`src/rtl/axis_tap_pkg.sv`:
```
// Shared types, default geometry and field helper for the AXI-Stream tap.
package axis_tap_pkg;

    localparam int unsigned TAP_DATA_WIDTH  = 32;
    localparam int unsigned TAP_FIELD_LSB   = 16;
    localparam int unsigned TAP_FIELD_WIDTH = 16;
    localparam int unsigned TAP_OUT_WIDTH   = 32;
    localparam int unsigned TAP_SIGN_EXTEND = 1;
    localparam int unsigned TAP_FIFO_DEPTH  = 16;
    localparam int unsigned TAP_DECIM_WIDTH = 16;
    localparam int unsigned TAP_CNT_WIDTH   = 16;

    typedef struct packed {
        logic                     last;
        logic [TAP_OUT_WIDTH-1:0] data;
    } tap_entry_t;

    // Pull the field out of an observed beat and widen it to the monitor width.
    function automatic logic [TAP_OUT_WIDTH-1:0] tap_extract(input logic [TAP_DATA_WIDTH-1:0] tdata);
        logic [TAP_FIELD_WIDTH-1:0] field;
        logic                       fill;
        logic [TAP_OUT_WIDTH-1:0]   ext;
        field = tdata[TAP_FIELD_LSB +: TAP_FIELD_WIDTH];
        fill  = (TAP_SIGN_EXTEND != 0) ? field[TAP_FIELD_WIDTH-1] : 1'b0;
        ext   = {TAP_OUT_WIDTH{fill}};
        ext[TAP_FIELD_WIDTH-1:0] = field;
        return ext;
    endfunction

endpackage

```
`src/rtl/sync_fifo.sv`:
```
// First-word-fall-through FIFO with synchronous active-high reset.
module sync_fifo #(
    parameter int unsigned DEPTH = 16,
    parameter int unsigned WIDTH = 33
) (
    input  logic             clk,
    input  logic             rst,
    input  logic             push,
    input  logic [WIDTH-1:0] push_data,
    input  logic             pop,
    output logic [WIDTH-1:0] pop_data,
    output logic             full,
    output logic             empty
);

    localparam int unsigned AW = $clog2(DEPTH);
    localparam int unsigned CW = AW + 1;

    logic [WIDTH-1:0] mem [DEPTH];
    logic [AW-1:0]    wr_ptr;
    logic [AW-1:0]    rd_ptr;
    logic [CW-1:0]    count;
    logic             do_push;
    logic             do_pop;

    // Full/empty come from the registered count, so a same-cycle pop never makes room for a push.
    assign full     = (count == CW'(DEPTH));
    assign empty    = (count == '0);
    assign do_push  = push && !full;
    assign do_pop   = pop && !empty;
    assign pop_data = mem[rd_ptr];

    always_ff @(posedge clk) begin
        if (rst) begin
            wr_ptr <= '0;
            rd_ptr <= '0;
            count  <= '0;
        end else begin
            if (do_push) begin
                wr_ptr <= wr_ptr + AW'(1);
            end
            if (do_pop) begin
                rd_ptr <= rd_ptr + AW'(1);
            end
            case ({do_push, do_pop})
                2'b10:   count <= count + CW'(1);
                2'b01:   count <= count - CW'(1);
                default: count <= count;
            endcase
        end
    end

    always_ff @(posedge clk) begin
        if (do_push) begin
            mem[wr_ptr] <= push_data;
        end
    end

endmodule

```
`src/rtl/axis_stream_tap.sv`:
```
// Passive AXI-Stream tap: decimates handshaked beats, buffers a bit field and replays it on a monitor master.
module axis_stream_tap
    import axis_tap_pkg::*;
#(
    parameter int unsigned DATA_WIDTH  = TAP_DATA_WIDTH,
    parameter int unsigned FIELD_LSB   = TAP_FIELD_LSB,
    parameter int unsigned FIELD_WIDTH = TAP_FIELD_WIDTH,
    parameter int unsigned OUT_WIDTH   = TAP_OUT_WIDTH,
    parameter int unsigned SIGN_EXTEND = TAP_SIGN_EXTEND,
    parameter int unsigned FIFO_DEPTH  = TAP_FIFO_DEPTH,
    parameter int unsigned DECIM_WIDTH = TAP_DECIM_WIDTH,
    parameter int unsigned CNT_WIDTH   = TAP_CNT_WIDTH
) (
    input  logic                   s00_axis_aclk,
    input  logic                   s00_axis_areset,
    input  logic                   tap_tvalid,
    input  logic                   tap_tready,
    input  logic                   tap_tlast,
    input  logic [DATA_WIDTH-1:0]  tap_tdata,
    input  logic                   cfg_enable,
    input  logic [DECIM_WIDTH-1:0] cfg_decim,
    input  logic                   cfg_frame_align,
    input  logic                   clr_stats,
    input  logic                   m01_axis_tready,
    output logic                   m01_axis_tvalid,
    output logic                   m01_axis_tlast,
    output logic [OUT_WIDTH-1:0]   m01_axis_tdata,
    output logic [OUT_WIDTH/8-1:0] m01_axis_tstrb,
    output logic [CNT_WIDTH-1:0]   drop_count,
    output logic                   overflow_sticky
);

    localparam int unsigned ENTRY_W = OUT_WIDTH + 1;

    logic                   obs;
    logic [DECIM_WIDTH-1:0] ratio;
    logic [DECIM_WIDTH-1:0] phase;
    logic [DECIM_WIDTH-1:0] phase_eff;
    logic [DECIM_WIDTH-1:0] phase_nxt;
    logic                   selected;
    logic                   drop;
    logic [FIELD_WIDTH-1:0] field;
    logic                   fill;
    logic [OUT_WIDTH-1:0]   field_ext;
    logic [ENTRY_W-1:0]     push_entry;
    logic [ENTRY_W-1:0]     head_entry;
    logic                   fifo_full;
    logic                   fifo_empty;
    logic                   unused_tdata;

    assign obs = tap_tvalid && tap_tready && cfg_enable;

    // A phase left beyond a freshly shrunk ratio restarts at zero.
    always_comb begin
        ratio     = (cfg_decim == '0) ? DECIM_WIDTH'(1) : cfg_decim;
        phase_eff = (phase >= ratio) ? '0 : phase;
        selected  = obs && (phase_eff == '0);
        if (cfg_frame_align && tap_tlast) begin
            phase_nxt = '0;
        end else if (phase_eff == ratio - DECIM_WIDTH'(1)) begin
            phase_nxt = '0;
        end else begin
            phase_nxt = phase_eff + DECIM_WIDTH'(1);
        end
    end

    always_ff @(posedge s00_axis_aclk) begin
        if (s00_axis_areset) begin
            phase <= '0;
        end else if (obs) begin
            phase <= phase_nxt;
        end
    end

    always_comb begin
        field     = tap_tdata[FIELD_LSB +: FIELD_WIDTH];
        fill      = (SIGN_EXTEND != 0) ? field[FIELD_WIDTH-1] : 1'b0;
        field_ext = {OUT_WIDTH{fill}};
        field_ext[FIELD_WIDTH-1:0] = field;
    end

    assign unused_tdata = ^tap_tdata;
    assign push_entry   = {tap_tlast, field_ext};
    assign drop         = selected && fifo_full;

    sync_fifo #(
        .DEPTH (FIFO_DEPTH),
        .WIDTH (ENTRY_W)
    ) u_fifo (
        .clk       (s00_axis_aclk),
        .rst       (s00_axis_areset),
        .push      (selected),
        .push_data (push_entry),
        .pop       (m01_axis_tready),
        .pop_data  (head_entry),
        .full      (fifo_full),
        .empty     (fifo_empty)
    );

    // Head is held by the FIFO until popped; idle output reads as zero.
    assign m01_axis_tvalid = !fifo_empty;
    assign m01_axis_tlast  = fifo_empty ? 1'b0 : head_entry[ENTRY_W-1];
    assign m01_axis_tdata  = fifo_empty ? '0 : head_entry[OUT_WIDTH-1:0];
    assign m01_axis_tstrb  = '1;

    // A drop in the same cycle as a clear wins: counter restarts at one.
    always_ff @(posedge s00_axis_aclk) begin
        if (s00_axis_areset) begin
            drop_count      <= '0;
            overflow_sticky <= 1'b0;
        end else if (drop) begin
            overflow_sticky <= 1'b1;
            if (clr_stats) begin
                drop_count <= CNT_WIDTH'(1);
            end else if (drop_count != '1) begin
                drop_count <= drop_count + CNT_WIDTH'(1);
            end
        end else if (clr_stats) begin
            drop_count      <= '0;
            overflow_sticky <= 1'b0;
        end
    end

endmodule
```
`config.mk`:
```
export PLATFORM = sky130hd
export DESIGN_NAME = axis_stream_tap
export DESIGN_NICKNAME = d
export VERILOG_FILES = /design/src/rtl/axis_tap_pkg.sv /design/src/rtl/sync_fifo.sv /design/src/rtl/axis_stream_tap.sv
export SDC_FILE = /design/constraint.sdc
export NUM_CORES = 1
export LEC_CHECK = 0
export BUFFER_PORTS_ARGS = -buffer_cell sky130_fd_sc_hd__buf_2
export CORE_MARGIN = 4
export CORE_UTILIZATION = 31
export CTS_CLUSTER_DIAMETER = 100
export DETAILED_ROUTE_END_ITERATION = 10
export PLACE_DENSITY = 0.5
export SETUP_SLACK_MARGIN = 0.4
export SYNTH_ARGS = -nofsm -noshare
export SYNTH_HDL_FRONTEND = slang
export SYNTH_HIERARCHICAL = 1
export SYNTH_SLANG_ARGS = --single-unit
```
`constraint.sdc`:
```
create_clock -name s00_axis_aclk -period 15.7 [get_ports s00_axis_aclk]
set_clock_uncertainty 0.15 [all_clocks]
set_input_delay 0 -clock s00_axis_aclk [delete_from_list [all_inputs] [get_ports s00_axis_aclk]]
set_output_delay 0 -clock s00_axis_aclk [all_outputs]
set_load 0.05 [all_outputs]
```
==> results of run 1 <==
## layout make-up
| type | instances | share of cell area (%) |
|---|---|---|
| repair buffers | 147 | 3.389 |
| flip-flops and latches | 578 | 60.03 |
| inverters | 37 | 0.4988 |
| clock buffers | 68 | 5.376 |
| multi-input cells | 693 | 24.81 |
| clock inverters | 37 | 1.265 |
| well taps | 1040 | 4.632 |
## worst reg2reg max path: stages, from the launching register on
cell,delay [ns]
dfxtp_1,0.60
ha_1,0.32
nand4_1,0.14
nor3_1,0.08
nor4_2,0.70
and3_1,0.66
nand2_1,0.20
ha_1,0.25
o211a_1,0.22
o21a_4,0.20
inv_1,0.06
ha_1,0.33
xor2_1,0.18
ha_1,0.21
inv_1,0.07
a21o_1,0.15
a221oi_1,0.33
mux2_2,0.37
## repair_timing
action | 4_1_cts | 5_1_grt
hold buffers | 28 | 0
setup buffers | 0 | 0
endpoints found under the hold margin | 441 | 0
## metal layers
metal | routed length [um] | track usage, % | up-vias
li1 | - | - | 5815
met1 | 24910 | 18.50 | 6881
met2 | 27970 | 22.76 | 248
met3 | 2462 | 2.359 | 77
met4 | 1030 | 3.039 | 2
met5 | 13 | 0 | -
## cell families after synthesis
logic type,after synthesis,share of synthesized area [%]
xor+xnor,40,1.564
fa+ha+maj,28,1.445
flops,578,69.52
simple gates,324,7.436
compound gates,156,5.016
mux,141,12.64
other cells,1,0.01547
buf+inv,120,2.364
## power by group through the flow
stage | sequential [mW] | combinational [mW] | clock (mW)
floorplan | 1.73 | 0.702 | 0
global placement | 1.78 | 0.864 | 0
detailed placement | 1.77 | 0.869 | 0
CTS | 1.74 | 0.876 | 1.39
global route | 1.75 | 0.916 | 1.45
finish | 1.74 | 0.849 | 1.35
## worst max-delay path by stage
stage | slack, ns | to | depth (start not counted)
after floorplan | 9.62 | u_fifo/mem[0][0]$_DFFE_PP_ | 17
after global placement | 9.71 | u_fifo/count[4]$_SDFFE_PP0P_ | 22
after detailed placement | 9.60 | u_fifo/count[4]$_SDFFE_PP0P_ | 22
after CTS | 10.28 | u_fifo/count[4]$_SDFFE_PP0P_ | 22
after global routing | 9.82 | u_fifo/count[4]$_SDFFE_PP0P_ | 22
final | 10.22 | u_fifo/count[4]$_SDFFE_PP0P_ | 22
## per-stage QoR
stage	power, mW	hold slack, ns	instance area, sq um
CTS	4.009	0.001945	28090
global route	4.114	0.05151	28090
detailed placement	2.643	0.1833	25950
finish	3.934	0.05065	28090
floorplan	2.432	-0.05113	24260
global placement	2.640	0.1753	25950
## sequential cells by signal, summed over array words and instances (netlist names), named ones only
register / flops
drop_count: 16
overflow_sticky: 1
phase: 16
u_fifo/count: 5
u_fifo/mem: 528
u_fifo/rd_ptr: 4
u_fifo/wr_ptr: 4
## layout by cell type (no fill, tap or decap), types with 10 or more instances in the layout
cell type      instances
inv_1                 36
nor2_1                55
ha_1                  28
nand2_1               68
or4_1                 10
dfxtp_1               48
nor2_4                14
xor2_1                21
mux4_2               132
a21oi_1               12
buf_2                 90
nand3_1               27
nor3_1                12
xnor2_1               17
clkbuf_16             59
dlygate4sd3_1         28
nor2b_1               36
nand4_1               11
a22oi_1               69
clkinv_1              12
o21ai_0               15
and3_1                14
edfxtp_1             528
buf_4                 28
==> results.sh, run 1 <==
export IMPL_reg2reg_setup_slack_ns=10.38
export IMPL_io_pins=112
export IMPL_r2r_end="u_fifo/count[4]$_SDFFE_PP0P_"
export IMPL_crit_family="simple AND/OR/NAND/NOR gates"
export IMPL_clkPwrFrac_pct=34.2
export IMPL_reg2reg_depth=17
export IMPL_fin_nets=1600
export IMPL_antenna_found_initial=1
export IMPL_ys_ff_latch=578
export IMPL_gr_usage_all_layers_pct=13.55
export IMPL_synthTopCellsByArea="edfxtp_1 (65%), mux4_2 (12%), dfxtp_1 (4.1%)"
export IMPL_fmax_mhz=182.4
export IMPL_slowest_delay_ns=0.63
export IMPL_cts_resized=0
export IMPL_startpoint_type="primary input"
export IMPL_avgSynthCellArea_sq_um=17.47
export IMPL_grt_max_degree=141
export IMPL_crit_path_end_kind="flip-flop"
export IMPL_antenna_cells=0
export IMPL_switching_share_pct=29.64
export IMPL_gp_congestion=0.8033
export IMPL_final_util_pct=36.26
export IMPL_core_rowCount=102
export IMPL_setup_viol=0
export IMPL_holdPathStages=6
export IMPL_setup_ws_ns=10.22
export IMPL_fin_crit_ns=5.483
export IMPL_via_per_inst=5.009
export IMPL_ys_warn_count=6
export IMPL_worstPathMaxFanout=13
export IMPL_regArea_sq_mm=0.01686
export IMPL_numPortBuffers=91
export IMPL_cp_common_cell="ha_1"
export IMPL_arrival_ns=5.84
export IMPL_cts_sinks=578
export IMPL_pwr_share_seq_pct=44.2
export IMPL_multi_input_area_sq_mm=0.006969
export IMPL_yosysUniqueCellTypes=85
export IMPL_wl_per_cell_um=21.69
export IMPL_min_path_type="in2reg"
export IMPL_overflow=0
export IMPL_criticalPathCategory="in2reg"
export IMPL_clock_latency_ns=0.61
export IMPL_cp_required_ns=16.05
export IMPL_synth_edf_count=528
export IMPL_fillCellCount=7298
export IMPL_ant_nets=0
export IMPL_place_detailed_hpwl_mm=30.71
export IMPL_synthArstFlopShare_pct=0
export IMPL_comb_power_share_pct=21.6
export IMPL_rsz0062_at_grt="false"
export IMPL_area_delta_synth_final_pct=15.86
export IMPL_first_iter_violations=1031
export IMPL_power_density_mw_per_mm2=140.0
export IMPL_synth_top_area_share_pct=65.39
export IMPL_dieWidth_um=287.7
export IMPL_yosysTopAreaCell="edfxtp_1"
export IMPL_hold_viol=0
export IMPL_p_sw_mw=1.166
export IMPL_max_cap_violations=0
export IMPL_worst_pin_slew_ns=1.115
export IMPL_synth_ff_type="edfxtp_1"
export IMPL_relSlewSlack_pct=25.68
export IMPL_grt_pass1_vias=13610
export IMPL_stdcell_count=2600
export IMPL_grt_pass1_wl_mm=85.58
export IMPL_crit_path_start="cfg_decim[15]"
export IMPL_core_area_sq_mm=0.07747
export IMPL_synth_top_cells_by_count="edfxtp_1 (528), mux4_2 (132), a22oi_1 (69), nor2_1 (69), nand2_1 (68)"
export IMPL_cts_root_buffer_cell="clkbuf_16"
export IMPL_cts_tree="yes"
export IMPL_firstDrtPassIters=5
export IMPL_slew_violations=0
export IMPL_p_int_mw=2.768
export IMPL_power_leakage_nw=9.108
export IMPL_path_cells="buf_2 > or4_1 > or4_4 > and2_4 > clkinv_2 > ha_1 > nand2b_1 > a2111oi_0 > nand3b_1 > and3_1 > nand2_1 > ha_1 > o211a_1 > o21a_4 > inv_1 > ha_1 > xor2_1 > ha_1 > inv_1 > a21o_1 > a221oi_1 > mux2_2"
export IMPL_syn_inst=1388
export IMPL_crit_slowest_cell="or4_1"
export IMPL_dieArea_sq_mm=0.08275
export IMPL_vdd_drop_max_v=0.0001231
export IMPL_initial_core_util_pct=31.30
export IMPL_hold_end="phase[8]$_SDFFE_PP0P_"
export IMPL_cts_made_buffers=58
export IMPL_min_period_over_period_pct=34.93
export IMPL_drc=0
export IMPL_die_height_um=287.7
export IMPL_tns_ns=0
export IMPL_drive_above_1_share_pct=25.45
export IMPL_h_tree_depth=2
export IMPL_finalWirelength_mm=56.39
export IMPL_clockBufferDepth=3
export IMPL_synth_most_common_cell="edfxtp_1"
export IMPL_dp_slack_ns=9.603
export IMPL_num_vias=13020
export IMPL_ys_seq_area_share_pct=69.52
export IMPL_r2r_start="phase[12]$_SDFFE_PP0P_"
export IMPL_synth_area_sq_mm=0.02425
export IMPL_status="completed"
export IMPL_cts_clk_slew_worst_paths_ns=0.06
export IMPL_crit_buf_inv=4
export IMPL_dpl_cell_count=2467
export IMPL_holdCritStartpoint="cfg_decim[12]"
(Power assumes the default switching activity.)
==> run 2, diff against run 1 <==
--- a/config.mk
+++ b/config.mk
@@ -10,7 +10,7 @@
 export CORE_UTILIZATION = 31
 export CTS_CLUSTER_DIAMETER = 100
 export DETAILED_ROUTE_END_ITERATION = 10
-export PLACE_DENSITY = 0.5
+export PLACE_DENSITY = 0.52
 export SETUP_SLACK_MARGIN = 0.4
 export SYNTH_ARGS = -nofsm -noshare
 export SYNTH_HDL_FRONTEND = slang
==> constraint.sdc (replaced) <==
create_clock -name s00_axis_aclk -period 4.7 [get_ports s00_axis_aclk]
set_clock_uncertainty 0.15 [all_clocks]
set_input_delay 0 -clock s00_axis_aclk [delete_from_list [all_inputs] [get_ports s00_axis_aclk]]
set_output_delay 0 -clock s00_axis_aclk [all_outputs]
set_load 0.05 [all_outputs]
==> results.sh, run 2 (synthesis results as in run 1) <==
export IMPL_dpl_cell_count=2510
export IMPL_worstPathMaxFanout=7
export IMPL_max_cap_violations=0
export IMPL_finalWirelength_mm=56.87
export IMPL_holdWs_ns=0.04824
export IMPL_worst_pin_slew_ns=1.025
export IMPL_ant_nets=0
export IMPL_wl_per_cell_um=21.44
export IMPL_path_cells="buf_2 > or4_1 > or4_4 > and2_4 > clkinv_4 > ha_4 > nand2b_4 > a2111oi_2 > nand3b_1 > and3_4 > nand2_4 > ha_4 > o211a_4 > o21a_4 > inv_2 > ha_4 > xor2_1 > ha_2 > inv_2 > a21o_1 > a221oi_2 > mux2_4"
export IMPL_cts_clk_slew_worst_paths_ns=0.06
export IMPL_crit_slowest_cell="or4_4"
export IMPL_status="completed"
export IMPL_dieWidth_um=287.7
export IMPL_criticalPathCategory="in2reg"
export IMPL_slowest_delay_ns=0.55
export IMPL_dieArea_sq_mm=0.08275
export IMPL_slew_violations=0
export IMPL_largest_register_ffs=528
export IMPL_tns_ns=0
export IMPL_cts_root_buffer_cell="clkbuf_16"
export IMPL_stdcell_count=2653
export IMPL_h_tree_depth=2
export IMPL_largest_register="u_fifo/mem"
export IMPL_firstDrtPassIters=4
export IMPL_fin_nets=1649
export IMPL_drive_above_1_share_pct=28.95
export IMPL_cts_sinks=578
export IMPL_via_per_inst=4.959
export IMPL_final_common_cell="edfxtp_1"
export IMPL_grt_pass1_wl_mm=86.57
export IMPL_antenna_cells=0
export IMPL_clock_latency_ns=0.62
export IMPL_holdCritStartpoint="cfg_decim[12]"
export IMPL_cp_required_ns=5.05
export IMPL_startpoint_type="primary input"
export IMPL_power_leakage_nw=9.404
export IMPL_hold_viol=0
export IMPL_drc=0
export IMPL_dp_slack_ns=-0.07049
export IMPL_clockBufferDepth=3
export IMPL_top_regs="u_fifo/mem (528), drop_count (16), phase (16)"
export IMPL_area_delta_synth_final_pct=19.09
export IMPL_setup_ws_ns=0.6352
export IMPL_overflow=0
export IMPL_numPortBuffers=91
export IMPL_fin_crit_ns=4.065
export IMPL_gp_congestion=0.8132
export IMPL_fmax_mhz=246.0
export IMPL_cts_made_buffers=60
export IMPL_antenna_found_initial=2
export IMPL_die_height_um=287.7
export IMPL_core_rowCount=102
export IMPL_gr_usage_all_layers_pct=13.72
export IMPL_first_iter_violations=880
export IMPL_power_density_mw_per_mm2=456.1
export IMPL_min_path_type="in2reg"
export IMPL_crit_path_start="cfg_decim[10]"
export IMPL_multi_input_area_sq_mm=0.007156
export IMPL_core_area_sq_mm=0.07747
export IMPL_rsz0062_at_grt="false"
export IMPL_grt_pass1_vias=14010
export IMPL_cp_common_cell="ha_4"
export IMPL_fillCellCount=7236
export IMPL_setup_viol=0
export IMPL_cts_tree="yes"
export IMPL_arrival_ns=4.42
export IMPL_layout_common_cells="edfxtp_1 (528), mux4_2 (132), buf_2 (90)"
export IMPL_p_total_mw=13.17
export IMPL_io_pins=112
export IMPL_relSlewSlack_pct=31.69
export IMPL_regArea_sq_mm=0.01686
export IMPL_grt_max_degree=130
export IMPL_initial_core_util_pct=31.30
export IMPL_r2r_start="phase[15]$_SDFFE_PP0P_"
export IMPL_num_vias=13160
export IMPL_crit_path_end_kind="flip-flop"
export IMPL_vdd_drop_max_v=0.0003200
export IMPL_place_detailed_hpwl_mm=32.97
export IMPL_min_period_over_period_pct=86.49
run 2: layout make-up:
| cell class | instances | share of cell area (%) |
|---|---|---|
| inverter | 37 | 0.4983 |
| clock buffer | 76 | 5.482 |
| clock inverter | 35 | 0.8623 |
| timing repair buffer | 194 | 5.464 |
| tap | 1040 | 4.507 |
| multi-input combinational | 693 | 24.78 |
| sequential | 578 | 58.40 |
run 2: metrics by stage:
stage               util, %  area (sq um)
global placement      34.44         26680
floorplan                 -         24560
global route          37.27         28870
finish                37.27         28870
detailed placement    34.44         26680
CTS                   37.25         28860
run 2: routing by layer:
metal | routed length, um | vias up | part of all wire [%] | track usage (%)
met1 | 24250 | 6887 | 43 | 17.70
li1 | - | 5931 | - | -
met3 | 2229 | 97 | 3.9 | 2.233
met2 | 29070 | 239 | 51 | 24.07
met5 | 13 | - | 0.023 | 0
met4 | 1309 | 2 | 2.3 | 3.620
run 2: worst paths after layout:
kind | endpoint | slack (ns) | cells after the start
setup / recovery | u_fifo/count[4]$_SDFFE_PP0P_ | 0.64 | 22
setup reg to reg | u_fifo/count[4]$_SDFFE_PP0P_ | 0.65 | 17
hold / removal | phase[13]$_SDFFE_PP0P_ | 0.05 | 6
hold reg to reg | u_fifo/rd_ptr[3]$_SDFFE_PP0P_ | 0.35 | 2
run 2: power by group:
group	internal [mW]	switching, mW
clock	2.49	1.93
combinational	1.14	1.82
sequential	5.65	0.131
total	9.29	3.88
run 2: worst max-delay path, delay by kind of cell:
family	cells	cell delay, ns
xor gates and xnor gates	1	0.16
muxes	1	0.32
AOI/OAI and AO/OA	5	1.02
adders and majority gates	4	0.73
buffers and inverters	4	0.25
and+or+nand+nor	7	1.95
run 2: what timing repair did:
item / in CTS / in global routing
endpoints found under the setup margin: 34 / 16
pin swaps: 2 / 4
buffers inserted: 5 / 0
hold buffers: 27 / 0
resized for setup: 0 / 5
hold endpoints to repair: 430 / 0
==> run 3, diff against run 2 <==
--- a/config.mk
+++ b/config.mk
@@ -5,12 +5,14 @@
 export SDC_FILE = /design/constraint.sdc
 export NUM_CORES = 1
 export LEC_CHECK = 0
+export ABC_AREA = 1
 export BUFFER_PORTS_ARGS = -buffer_cell sky130_fd_sc_hd__buf_2
+export CORE_ASPECT_RATIO = 2
 export CORE_MARGIN = 4
 export CORE_UTILIZATION = 31
 export CTS_CLUSTER_DIAMETER = 100
 export DETAILED_ROUTE_END_ITERATION = 10
-export PLACE_DENSITY = 0.52
+export PLACE_DENSITY = 0.51
 export SETUP_SLACK_MARGIN = 0.4
 export SYNTH_ARGS = -nofsm -noshare
 export SYNTH_HDL_FRONTEND = slang
==> results.sh, run 3 <==
export IMPL_status="completed"
export IMPL_grt_max_degree=169
export IMPL_power_leakage_nw=10.62
export IMPL_min_path_type="in2reg"
export IMPL_comb_power_share_pct=30.8
export IMPL_clockBufferDepth=3
export IMPL_largest_register_ffs=528
export IMPL_synth_top_cells_by_count="edfxtp_1 (528), inv_1 (282), nand2_1 (218)"
export IMPL_crit_slowest_cell="dlygate4sd3_1"
export IMPL_gr_usage_all_layers_pct=14.67
export IMPL_reg2reg_setup_slack_ns=0.65
export IMPL_ant_nets=0
export IMPL_slew_violations=0
export IMPL_grt_pass1_wl_mm=100.8
export IMPL_overflow=0
export IMPL_syn_inst=2212
export IMPL_drc=0
export IMPL_core_rowCount=149
export IMPL_path_depth=15
export IMPL_clkPwrFrac_pct=28.4
export IMPL_cts_clk_slew_worst_paths_ns=0.08
export IMPL_top_regs="u_fifo/mem (528), drop_count (16), phase (16)"
export IMPL_reg2reg_depth=15
export IMPL_tns_ns=0
export IMPL_synthTopCellsByArea="edfxtp_1 (61%), mux2i_1 (5.1%), inv_1 (4.1%)"
export IMPL_drive_above_1_share_pct=11.60
export IMPL_cts_root_buffer_cell="clkbuf_16"
export IMPL_finalWirelength_mm=66.31
export IMPL_fmax_mhz=246.7
export IMPL_numPortBuffers=91
export IMPL_antenna_found_initial=1
export IMPL_die_height_um=416.7
export IMPL_pwr_share_seq_pct=40.8
export IMPL_arrival_ns=4.39
export IMPL_worst_pin_slew_ns=1.140
export IMPL_synth_most_common_cell="edfxtp_1"
export IMPL_cts_tree="yes"
export IMPL_initial_core_util_pct=31.35
export IMPL_cp_common_cell="nand2_1"
export IMPL_ys_warn_count=6
export IMPL_io_pins=112
export IMPL_synth_edf_count=528
export IMPL_num_vias=16720
export IMPL_cts_sinks=578
export IMPL_area_delta_synth_final_pct=13.81
export IMPL_crit_family="simple AND/OR/NAND/NOR gates"
export IMPL_fin_crit_ns=4.054
export IMPL_first_iter_violations=930
export IMPL_ys_ff_latch=578
export IMPL_clock_latency_ns=0.59
export IMPL_worstPathMaxFanout=17
export IMPL_criticalPathCategory="reg2reg"
export IMPL_power_density_mw_per_mm2=482.4
export IMPL_p_sw_mw=5.116
export IMPL_min_period_over_period_pct=86.26
export IMPL_rsz0062_at_grt="false"
export IMPL_wl_per_cell_um=19.38
export IMPL_dieWidth_um=212.4
export IMPL_hold_viol=0
export IMPL_fin_nets=2411
export IMPL_synth_ff_type="edfxtp_1"
export IMPL_crit_path_start="phase[15]$_SDFFE_PP0P_"
export IMPL_r2r_start="phase[15]$_SDFFE_PP0P_"
export IMPL_relSlewSlack_pct=24.03
export IMPL_largest_register="u_fifo/mem"
export IMPL_p_total_mw=14.22
export IMPL_p_int_mw=9.099
export IMPL_crit_path_end_kind="flip-flop"
export IMPL_endpoint="phase[1]$_SDFFE_PP0P_"
export IMPL_setup_viol=0
export IMPL_ys_seq_area_share_pct=65.10
export IMPL_firstDrtPassIters=5
export IMPL_via_per_inst=4.887
export IMPL_grt_pass1_vias=16950
export IMPL_synthArstFlopShare_pct=0
export IMPL_dieArea_sq_mm=0.08850
export IMPL_cp_required_ns=5.04
export IMPL_r2r_end="phase[1]$_SDFFE_PP0P_"
export IMPL_gp_congestion=0.9373
export IMPL_place_detailed_hpwl_mm=42.08
export IMPL_h_tree_depth=2
export IMPL_synth_area_sq_mm=0.02589
export IMPL_crit_buf_inv=2
export IMPL_vdd_drop_max_v=0.0003021
export IMPL_placed_cell_area_sq_mm=0.02759
export IMPL_fin_area_sq_mm=0.02947
export IMPL_slowest_delay_ns=0.60
export IMPL_regArea_sq_mm=0.01687
export IMPL_switching_share_pct=35.99
export IMPL_path_cells="ha_1 > a21oi_1 > nand2_1 > a21oi_4 > buf_4 > nand3_2 > nand2_1 > nand2_1 > nor2_1 > nand2_1 > nor2_1 > nand3_2 > nand3_1 > a21oi_1 > dlygate4sd3_1"
export IMPL_yosysUniqueCellTypes=40
export IMPL_fillCellCount=8116
export IMPL_core_area_sq_mm=0.08259
export IMPL_final_common_cell="edfxtp_1"
export IMPL_synth_top_area_share_pct=61.23
export IMPL_multi_input_area_sq_mm=0.007282
export IMPL_max_cap_violations=0
export IMPL_cts_made_buffers=51
export IMPL_startpoint_type="flip-flop"
export IMPL_yosysTopAreaCell="edfxtp_1"
export IMPL_layout_common_cells="edfxtp_1 (528), inv_1 (282), nand2_1 (218)"
export IMPL_avgSynthCellArea_sq_um=11.71
run 3: changes by cell type after synthesis, moves of 124 or more:
cell,delta
inv_1,+246
a21oi_1,+163
nand2_1,+150
mux4_2,-132
o211ai_1,+129
mux2i_1,+124
run 3: logic make-up (layout without fill, tap and decap cells):
logic type      Yosys count  after routing  share of synthesized area (%)
compound gates          492            492                          10.89
buf+inv                 411            559                          7.345
other cells               1              5                        0.01448
simple gates            550            550                          9.524
mux                     132            132                          5.103
xor+xnor                 20             20                         0.6765
flops                   578            578                          65.10
fa+ha+maj                28             28                          1.353
run 3: worst min path at each step:
stage | from | endpoint | slack, ns | cells after the start
finish | cfg_decim[15] | phase[3]$_SDFFE_PP0P_ | 0.07 | 7
global route | cfg_decim[15] | phase[3]$_SDFFE_PP0P_ | 0.12 | 7
CTS | cfg_decim[15] | phase[3]$_SDFFE_PP0P_ | 0.02 | 7
detailed placement | clr_stats | drop_count[0]$_SDFFE_PP0P_ | 0.22 | 3
global placement | clr_stats | drop_count[0]$_SDFFE_PP0P_ | 0.22 | 3
floorplan | tap_tdata[16] | u_fifo/mem[0][0]$_DFFE_PP_ | -0.05 | 0
run 3: repair_timing:
item,in CTS,in global routing
pin swaps,0,3
setup buffers,0,4
hold buffers,24,0
endpoints found under the hold margin,357,0
endpoints found under the setup margin,101,504
resized for setup,1,4
run 3: per-layer routing:
layer  wire [um]  up-vias  share of wire (%)  GRT usage (%)
met1       25160     8218                 38          16.25
met3        2351      107                3.5          1.880
met4        2397        0                3.6          5.540
met5           0        -                  0              0
met2       36400      312                 55          28.09
li1            -     8082                  -              -
run 3: final cells by class:
class                      count  area share (%)
antenna                        1        0.008491
clock buffer                  69           4.734
clock inverter                21          0.6114
inverter                     290           3.711
multi-input combinational   1226           24.71
sequential                   578           57.25
tap                         1057           4.488
timing repair buffer         179           4.492
run 3: through the flow:
| stage | utilization, % | cells | setup slack (ns) | hold slack, ns |
|---|---|---|---|---|
| global route | 35.68 | 3420 | 0.4105 | 0.1211 |
| floorplan | - | 2215 | 0.1667 | -0.05113 |
| global placement | 33.41 | 3302 | 0.2048 | 0.2181 |
| finish | 35.68 | 3421 | 0.6458 | 0.07496 |
| CTS | 35.61 | 3416 | 0.4775 | 0.02035 |
| detailed placement | 33.41 | 3302 | 0.06792 | 0.2207 |
run 3: worst reg2reg max path, cell delays in order (launching register included):
cell	delay [ns]
dfxtp_1	0.34
ha_1	0.34
a21oi_1	0.22
nand2_1	0.12
a21oi_4	0.48
buf_4	0.31
nand3_2	0.20
nand2_1	0.10
nand2_1	0.14
nor2_1	0.17
nand2_1	0.07
nor2_1	0.11
nand3_2	0.33
nand3_1	0.18
a21oi_1	0.08
dlygate4sd3_1	0.60
run 3: power groups by stage:
stage               clock network (mW)  registers [mW]  logic [mW]
floorplan                            0            5.81        3.45
global placement                     0            5.91        4.42
detailed placement                   0            5.91        4.45
CTS                               4.17            5.79        4.48
global route                      4.35            5.80        4.84
finish                            4.04            5.79        4.38
